==> config.mk <==
export PLATFORM = sky130hd
export DESIGN_NAME = pc_gen_unit
export DESIGN_NICKNAME = d
export VERILOG_FILES = /design/src/rtl/pc_gen_unit.sv
export SDC_FILE = /design/constraint.sdc
export NUM_CORES = 1
export LEC_CHECK = 0
export ABC_AREA = 1
export CORE_MARGIN = 2
export CORE_UTILIZATION = 45
export CTS_BUF_LIST = sky130_fd_sc_hd__clkbuf_8
export CTS_CLUSTER_SIZE = 8
export DETAILED_ROUTE_END_ITERATION = 6
export GPL_TIMING_DRIVEN = 0
export PLACE_DENSITY = 0.84
export SLEW_MARGIN = 20
export SYNTH_ARGS = -nofsm -noshare
export SYNTH_HDL_FRONTEND = slang
export SYNTH_SLANG_ARGS = --single-unit
==> constraint.sdc <==
create_clock -name clk -period 3.4 [get_ports clk]
set_input_delay 1.02 -clock clk [delete_from_list [all_inputs] [get_ports clk]]
set_output_delay 1.02 -clock clk [all_outputs]
set_load 0.02 [all_outputs]
==> src/rtl/pc_gen_unit.sv <==
// Fetch PC generator: BOOT/RUN sequencing, imem req/ack, prioritised redirects with a held redirect.
// Optional direct-mapped BTB next-PC prediction enabled by defining PC_BTB_EN.
module pc_gen_unit #(
    parameter int                ADDR_W     = 32,
    parameter int                INST_BYTES = 4,
    parameter logic [ADDR_W-1:0] RESET_PC   = '0,
    parameter int                BTB_DEPTH  = 16
) (
    input  logic              clk,
    input  logic              rst,
    input  logic              stall_if,
    input  logic              exc_valid,
    input  logic [ADDR_W-1:0] exc_pc,
    input  logic              br_taken,
    input  logic [ADDR_W-1:0] br_target,
    input  logic              fetch_ack,
    output logic [ADDR_W-1:0] pc,
    output logic              chip_enable,
    output logic              pred_taken,
    input  logic              upd_valid,
    input  logic [ADDR_W-1:0] upd_pc,
    input  logic [ADDR_W-1:0] upd_target,
    input  logic              upd_taken
);
    localparam int                OFF   = $clog2(INST_BYTES);
    localparam logic [ADDR_W-1:0] STEP  = ADDR_W'(INST_BYTES);
    localparam logic [ADDR_W-1:0] ALIGN = ~(ADDR_W'(INST_BYTES - 1));

    typedef enum logic {BOOT, RUN} state_t;

    state_t            state;
    logic              pend_v;
    logic [ADDR_W-1:0] pend;
    logic [ADDR_W-1:0] next_seq;
    logic              hit;

`ifdef PC_BTB_EN
    localparam int IDX_W = $clog2(BTB_DEPTH);
    localparam int TAG_W = ADDR_W - OFF - IDX_W;

    logic [BTB_DEPTH-1:0] btb_vld;
    logic [TAG_W-1:0]     btb_tag [BTB_DEPTH];
    logic [ADDR_W-1:0]    btb_tgt [BTB_DEPTH];
    logic [IDX_W-1:0]     rd_idx, wr_idx;
    logic [TAG_W-1:0]     rd_tag, wr_tag;
    logic                 unused_upd_lo;

    assign rd_idx        = pc[OFF +: IDX_W];
    assign rd_tag        = pc[ADDR_W-1 -: TAG_W];
    assign wr_idx        = upd_pc[OFF +: IDX_W];
    assign wr_tag        = upd_pc[ADDR_W-1 -: TAG_W];
    assign unused_upd_lo = ^(upd_pc & ~ALIGN);
    assign hit           = btb_vld[rd_idx] && (btb_tag[rd_idx] == rd_tag);
    assign next_seq      = hit ? btb_tgt[rd_idx] : pc + STEP;

    // Nonblocking writes mean a same-edge update is invisible to this edge's read.
    always_ff @(posedge clk) begin
        if (rst) begin
            btb_vld <= '0;
        end else if (upd_valid) begin
            if (upd_taken)
                btb_vld[wr_idx] <= 1'b1;
            else if (btb_vld[wr_idx] && btb_tag[wr_idx] == wr_tag)
                btb_vld[wr_idx] <= 1'b0;
        end
    end

    always_ff @(posedge clk) begin
        if (upd_valid && upd_taken) begin
            btb_tag[wr_idx] <= wr_tag;
            btb_tgt[wr_idx] <= upd_target & ALIGN;
        end
    end
`else
    logic unused_upd;

    assign unused_upd = ^{upd_valid, upd_pc, upd_target, upd_taken};
    assign hit        = 1'b0;
    assign next_seq   = pc + STEP;
`endif

    always_ff @(posedge clk) begin
        if (rst) begin
            state       <= BOOT;
            pc          <= RESET_PC;
            chip_enable <= 1'b0;
            pred_taken  <= 1'b0;
            pend_v      <= 1'b0;
            pend        <= '0;
        end else begin
            pred_taken <= 1'b0;
            case (state)
                BOOT: begin
                    state       <= RUN;
                    chip_enable <= 1'b1;
                end
                default: begin
                    chip_enable <= 1'b1;
                    if (exc_valid) begin
                        pc     <= exc_pc & ALIGN;
                        pend_v <= 1'b0;
                    end else if (stall_if) begin
                        // Latest branch seen during a stall wins.
                        if (br_taken) begin
                            pend_v <= 1'b1;
                            pend   <= br_target & ALIGN;
                        end
                    end else if (br_taken) begin
                        pc     <= br_target & ALIGN;
                        pend_v <= 1'b0;
                    end else if (pend_v) begin
                        pc     <= pend;
                        pend_v <= 1'b0;
                    end else if (fetch_ack) begin
                        pc         <= next_seq;
                        pred_taken <= hit;
                    end
                end
            endcase
        end
    end
endmodule

==> qor.csv, run 1 <==
stage,metric,value,unit
timing,Worst slew margin,52.8,%
synthesis,Synth Flop Type,dfxtp_1,
run_status,outcome,finished clean,
grt,largest net degree at the start of global routing,11,
finish,fraction of layout cells with a size suffix above 1,8.35,%
worst_setup_path,Critical Path Source Type,input port,
synthesis,Async SR Flop Fraction,0,%
clock_network,Resize count post-CTS,0,
clock_network,clock sink count,62,
floorplanning,placement row count,34,
worst_setup_path,R2R setup slack,1540,ps
grt,GR Layer Usage met3,5.34,%
pwr,leakage,2.17,nW
pwr,Worst IR Drop VDD,0.202,mV
synthesis,Cell variety after synth,33,
floorplanning,Core ar.,8760,um2
finish,area grow syn2layout,32.1,%
grt,antenna violations before repair,0,
worst_setup_path,RR Startpoint,pc[2],
clock_network,root buffer cell,clkbuf_8,
finish,multi-input combinational cell area,2420,um2
timing,setup violators final,0,
drt,DR vias/cell,5.47,
timing,Final Slew Violations,0,
grt,Total GRT Usage,28.5,%
timing,min Tclk post-route,2620,ps
clock_network,H-tree depth,3,
synthesis,Post-Syn Area,4070,um2
floorplanning,Die Width,99.1,um
timing,final period utilization,77.1,%
synthesis,Seq cells post-synth,62,
floorplanning,io pins,170,
timing,clk_skew,9.79,ps
timing,fmax,381,MHz
grt,busiest grt layer,met2,
grt,vias in the first global route,4598,
timing,TNS Setup,0,ps
drt,drt total wl,13800,um
synthesis,syn_area_per_cell,6.10,um2
clock_network,Clock Latency Late Sink,350,ps
grt,GRT met1 Usage,37.3,%
drt,post-route ant nets,0,
timing,Worst Max-Slew Pin Slew,708,ps
floorplanning,DIE HEIGHT,99.1,um
clock_network,CTS Buffer Depth,2,
worst_setup_path,largest fanout on the critical path,10,
place,hpwl dp,10200,um
drt,drt drc,0,
worst_hold_path,Hold Path Class,register to register,
floorplanning,Initial Util,46.4,%
worst_hold_path,hold-critical path endpoint,pend[27],
worst_setup_path,worst r2r path cells,12,
clock_network,Hold Buf Count CTS,0,
finish,Register Area,1240,um2
place,RD Place Congestion,0.938,
worst_hold_path,Hold Crit Depth,2,
worst_setup_path,R2R Path End,pc[28],
grt,global route overflow,0,
drt,DR vias,4847,
worst_hold_path,hold_sp,pend[27],
finish,fin nets,911,
synthesis,post-synthesis sequential area ratio,30.5,%
worst_setup_path,Setup crit end kind,register,
synthesis,synth warn,0,
timing,WHS,455,ps
clock_network,post-CTS setup buffer count,0,
finish,most frequent cells in the layout,"167 x nand2_1, 139 x nor2_1, 94 x clkdlybuf4s50_1",
place,PortBufs,94,
worst_setup_path,WP data arrival,2840,ps
pwr,PD cells,373,nW/um2
synthesis,"EDFF count, synth",0,
drt,wire length per cell,15.6,um
floorplanning,die area,9820,um2
finish,ANT cells,0,
timing,RSZ-0062 raised after global routing,no,
drt,Initial DRT Pass Iterations,7,
timing,Fin. Hold Viols,0,
run,max-cap viol count,0,
finish,Layout fillers,835,
grt,first-pass GRT wire length,22400,um
worst_setup_path,worst endpoint required time,3620,ps
finish,"commonest non-fill, non-tap cell in the layout",nand2_1,
synthesis,Syn Inst Count,667,
worst_setup_path,Crit Path Class,input port to register,
clock_network,CTS tree,yes,
grt,met2 GRT Util,46.4,%
clock_network,Clock transition at path regs,80,ps
clock_network,clock buffer count from CTS,9,
drt,initial drt markers,403,
cells in the mapped netlist (5+ instances only):
cell / count / area [um2]
o21ai_0: 55 / 275
buf_4: 8 / 60.1
nand3_1: 35 / 175
inv_1: 45 / 169
xnor2_1: 6 / 52.6
dfxtp_1: 62 / 1240
a21oi_2: 9 / 78.8
clkbuf_1: 16 / 60.1
nor2_2: 5 / 31.3
buf_2: 8 / 40.0
a21oi_1: 70 / 350
nor2_4: 6 / 67.6
nor2_1: 139 / 522
nand2_1: 167 / 627
power by group:
group | internal [W] | switching [W] | total [W] | leakage (nW)
sequential | 0.000765 | 0.0000476 | 0.000812 | 0.507
combinational | 0.000202 | 0.000234 | 0.000436 | 1.55
clock | 0.000447 | 0.000308 | 0.000755 | 0.115
critical path, cell delays in order:
cell,delay [ps]
clkdlybuf4s50_1,580
nand2_1,120
nor2_2,340
inv_1,180
clkbuf_1,280
o21ai_0,250
a21oi_1,60
layer usage:
layer / part of all wire, % / up-vias
met5: 0 / -
met4: 3.7 / 0
met3: 8.0 / 39
met2: 45 / 241
met1: 43 / 2224
li1: - / 2343
how the worst max path moves through the flow:
| stage | start | to | cells after the start |
|---|---|---|---|
| final | br_taken | pend[5] | 7 |
| after CTS | br_taken | pend[5] | 7 |
| after floorplan | exc_valid | pend[24] | 8 |
| after global placement | br_taken | pend[25] | 7 |
| after detailed placement | br_taken | pend[5] | 7 |
| after global routing | br_taken | pend[29] | 7 |
kinds of logic after synthesis:
family                     after synthesis  synth area share, %
other                                    1               0.0921
xor gates and xnor gates                 9                 1.94
buffers and inverters                   85                 10.3
and+or+nand+nor                        363                 37.3
adders and majority gates                1                0.307
AOI/OAI and AO/OA                      146                 19.6
DFF                                     62                 30.5
layout make-up:
type                            instances  area share (%)
Buffer                                 39            4.56
Clock buffer                           11            2.82
Clock inverter                          4            1.30
Inverter                               46            3.21
Multi-Input combinational cell        522            45.0
Sequential cell                        62            23.1
Tap cell                              108            2.51
Timing Repair Buffer                   94            17.5
flip-flops by register name (all words and copies together) (netlist names):
register / cells
pc: 30
state: 1
pend_v: 1
pend: 30
per-stage QoR:
stage	worst slack, ps	util [%]	instances	cell area (um2)	total power [W]
after floorplan	1330	-	669	4080	0.00105
after global placement	557	58.8	871	5150	0.00125
after detailed placement	481	58.8	871	5150	0.00125
after CTS	852	61.3	886	5380	0.00199
after global routing	613	61.3	886	5380	0.00208
final	777	61.3	886	5380	0.00200
No activity file was read; power rests on OpenSTA's default activity.
==> inputs of run 2 (changes only) <==
Settings changed: CORE_UTILIZATION 45 to 40, PLACE_DENSITY 0.84 to 0.79.
Clock period 3.4 ns to 2.16 ns, I/O delays scaled along.
==> qor.csv, run 2 (synthesized netlist as in run 1, its figures left out) <==
stage,metric,value,unit,change
timing,Fin. Hold Viols,0,,unchanged
timing,Final Slew Violations,0,,unchanged
worst_setup_path,R2R Path End,pc[28],,
finish,most frequent cells in the layout,"167 x nand2_1, 138 x nor2_1, 91 x clkdlybuf4s50_1",,
place,hpwl dp,9860,um,-3.0%
worst_setup_path,Crit Path Class,register to output pin,,
timing,fmax,470,MHz,
floorplanning,placement row count,36,,+5.9%
clock_network,CTS Buffer Depth,2,,unchanged
clock_network,CTS tree,yes,,
floorplanning,Initial Util,41.5,%,-5.0 points
finish,area grow syn2layout,33.0,%,
floorplanning,DIE HEIGHT,105,um,+5.8%
timing,final period utilization,98.5,%,
timing,RSZ-0062 raised after global routing,no,,
clock_network,Clock Latency Late Sink,350,ps,about the same
drt,drt drc,0,,unchanged
finish,fraction of layout cells with a size suffix above 1,8.86,%,+0.50 points
clock_network,H-tree depth,3,,unchanged
worst_setup_path,R2R setup slack,330,ps,-1210 ps
clock_network,clock buffer count from CTS,9,,unchanged
worst_setup_path,largest fanout on the critical path,5,,-5
drt,wire length per cell,14.5,um,-6.7%
pwr,Gate power share,21.8,%,about the same
place,placed instance area,5180,um2,+0.61%
finish,"commonest non-fill, non-tap cell in the layout",nand2_1,,
drt,DR vias,4695,,-3.1%
worst_setup_path,Setup crit end kind,output pin,,
clock_network,root buffer cell,clkbuf_8,,
worst_setup_path,RR Startpoint,pc[2],,
grt,global route overflow,0,,unchanged
timing,Worst slew margin,60.8,%,+8.0 points
finish,Register Area,1240,um2,unchanged
floorplanning,die area,11000,um2,+12%
worst_setup_path,crit path capture,pc[4],,
clock_network,Clock transition at path regs,80,ps,about the same
clock_network,Hold Buf Count CTS,0,,unchanged
pwr,switch share,29.4,%,-0.038 points
worst_setup_path,"slowest stage delay, CP",660,ps,+80 ps
finish,multi-input combinational cell area,2430,um2,+0.31%
timing,setup violators final,0,,unchanged
finish,fin nets,911,,unchanged
worst_setup_path,Slowest cell on crit path,clkdlybuf4s50_1,,
pwr,PD cells,573,nW/um2,+54%
timing,Worst Max-Slew Pin Slew,588,ps,-120 ps
run,max-cap viol count,0,,unchanged
timing,clk_skew,15.8,ps,+5.96 ps
grt,largest net degree at the start of global routing,11,,unchanged
floorplanning,Core ar.,9820,um2,+12%
clock_network,clock sink count,62,,unchanged
finish,ANT cells,0,,unchanged
pwr,sequential power share,41.2,%,+0.7 points
worst_hold_path,Hold Path Class,register to register,,
place,RD Place Congestion,0.951,,+1.4%
floorplanning,Die Width,105,um,+5.8%
finish,Layout fillers,999,,+20%
worst_setup_path,WP data arrival,1480,ps,-1360 ps
timing,min Tclk post-route,2130,ps,
worst_setup_path,Levels on crit path,1,,-6
worst_setup_path,worst endpoint required time,1510,ps,-2110 ps
floorplanning,io pins,170,,unchanged
worst_setup_path,"delay-heaviest family, CP",buffers and inverters,,
worst_setup_path,CP Cell Sequence,clkdlybuf4s50_1,,
pwr,sw power,0.000913,W,+55%
grt,antenna violations before repair,0,,unchanged
pwr,Clock Power Share,37.0,%,-0.7 points
drt,initial drt markers,293,,-27%
worst_setup_path,Critical Path Source Type,register,,
worst_setup_path,Bufs and invs on worst path,1,,-2
drt,post-route ant nets,0,,unchanged
finish,final instance area,5410,um2,+0.67%
timing,TNS Setup,0,ps,unchanged
pwr,Worst IR Drop VDD,0.299,mV,+48%
finish,Regs by FF count,"pc: 30 flops, pend: 30 flops",,
drt,drt total wl,13300,um,-4.0%
grt,Total GRT Usage,24.1,%,-4.4 points
worst_setup_path,worst r2r path cells,12,,unchanged
worst_setup_path,Worst Setup SP,pc[4],,
drt,Initial DRT Pass Iterations,5,,-2
clock_network,post-CTS setup buffer count,0,,unchanged
grt,first-pass GRT wire length,21200,um,-5.5%
finish,"Core Util, Final",55.1,%,-6.2 points
grt,vias in the first global route,4314,,-6.2%
run_status,outcome,finished clean,,
drt,DR vias/cell,5.15,,-5.9%
pwr,leakage,2.23,nW,+2.4%
pwr,Internal,0.00219,W,+55%
place,PortBufs,94,,unchanged
==> run 2: cell count changes in the layout (fill, tap and decap cells not counted) <==
cell             delta
clkbuf_8            -1
nor2_1              -1
dlymetal6s2s_1      +2
inv_1               +2
clkbuf_2            +4
nor2_4              +1
clkbuf_1            -3
clkdlybuf4s50_1     -3
==> run 2: repair_timing <==
| action | in CTS | in global routing |
|---|---|---|
| endpoints found under the setup margin | 3 | 20 |
| gates resized for setup | 1 | 11 |
| endpoints found under the hold margin | 0 | 0 |
| pin swaps | 0 | 1 |
==> run 2: area by class of cell <==
type                    instances  area share, %
clock buffers                  10           2.54
plain buffers                  39           4.46
inverters                      46           3.19
well taps                     133           3.08
multi-input cells             522           44.8
flip-flops and latches         62           22.9
repair buffers                 94           17.5
clock inverters                 6           1.43
==> run 2: power by group through the flow <==
stage	clock (W)	sequential (W)	combinational, W
global route	0.00120	0.00129	0.000743
floorplan	0	0.00133	0.000328
global placement	0	0.00130	0.000664
CTS	0.00115	0.00128	0.000674
detailed placement	0	0.00130	0.000669
finish	0.00115	0.00128	0.000676
==> run 2: worst min-delay path by stage <==
stage,startpoint,endpoint,cells past startpoint
finish,pend[24],pend[24],2
global route,pend[22],pend[22],2
CTS,pend[22],pend[22],2
detailed placement,pend[22],pend[22],2
global placement,pend[29],pend[29],2
floorplan,pend[3],pend[3],2
==> run 2: routing by layer <==
metal | vias up | GRT usage [%] | wire length, um | part of all wire, %
li1 | 2339 | - | - | -
met1 | 2126 | 32.4 | 5910 | 45
met2 | 213 | 38.7 | 6090 | 46
met3 | 17 | 4.05 | 1050 | 7.9
met4 | 0 | 8.86 | 206 | 1.6
met5 | - | 0 | 0 | 0
==> run 2: per-stage QoR <==
stage          hold slack [ps]  setup slack (ps)  total power [W]  cells
6_report                   459              32.4          0.00310    912
5_1_grt                    475              5.50          0.00323    912
4_1_cts                    458              6.38          0.00310    912
3_5_place_dp               448              -347          0.00197    896
3_3_place_gp               440              -354          0.00197    896
2_1_floorplan              429               465          0.00166    669
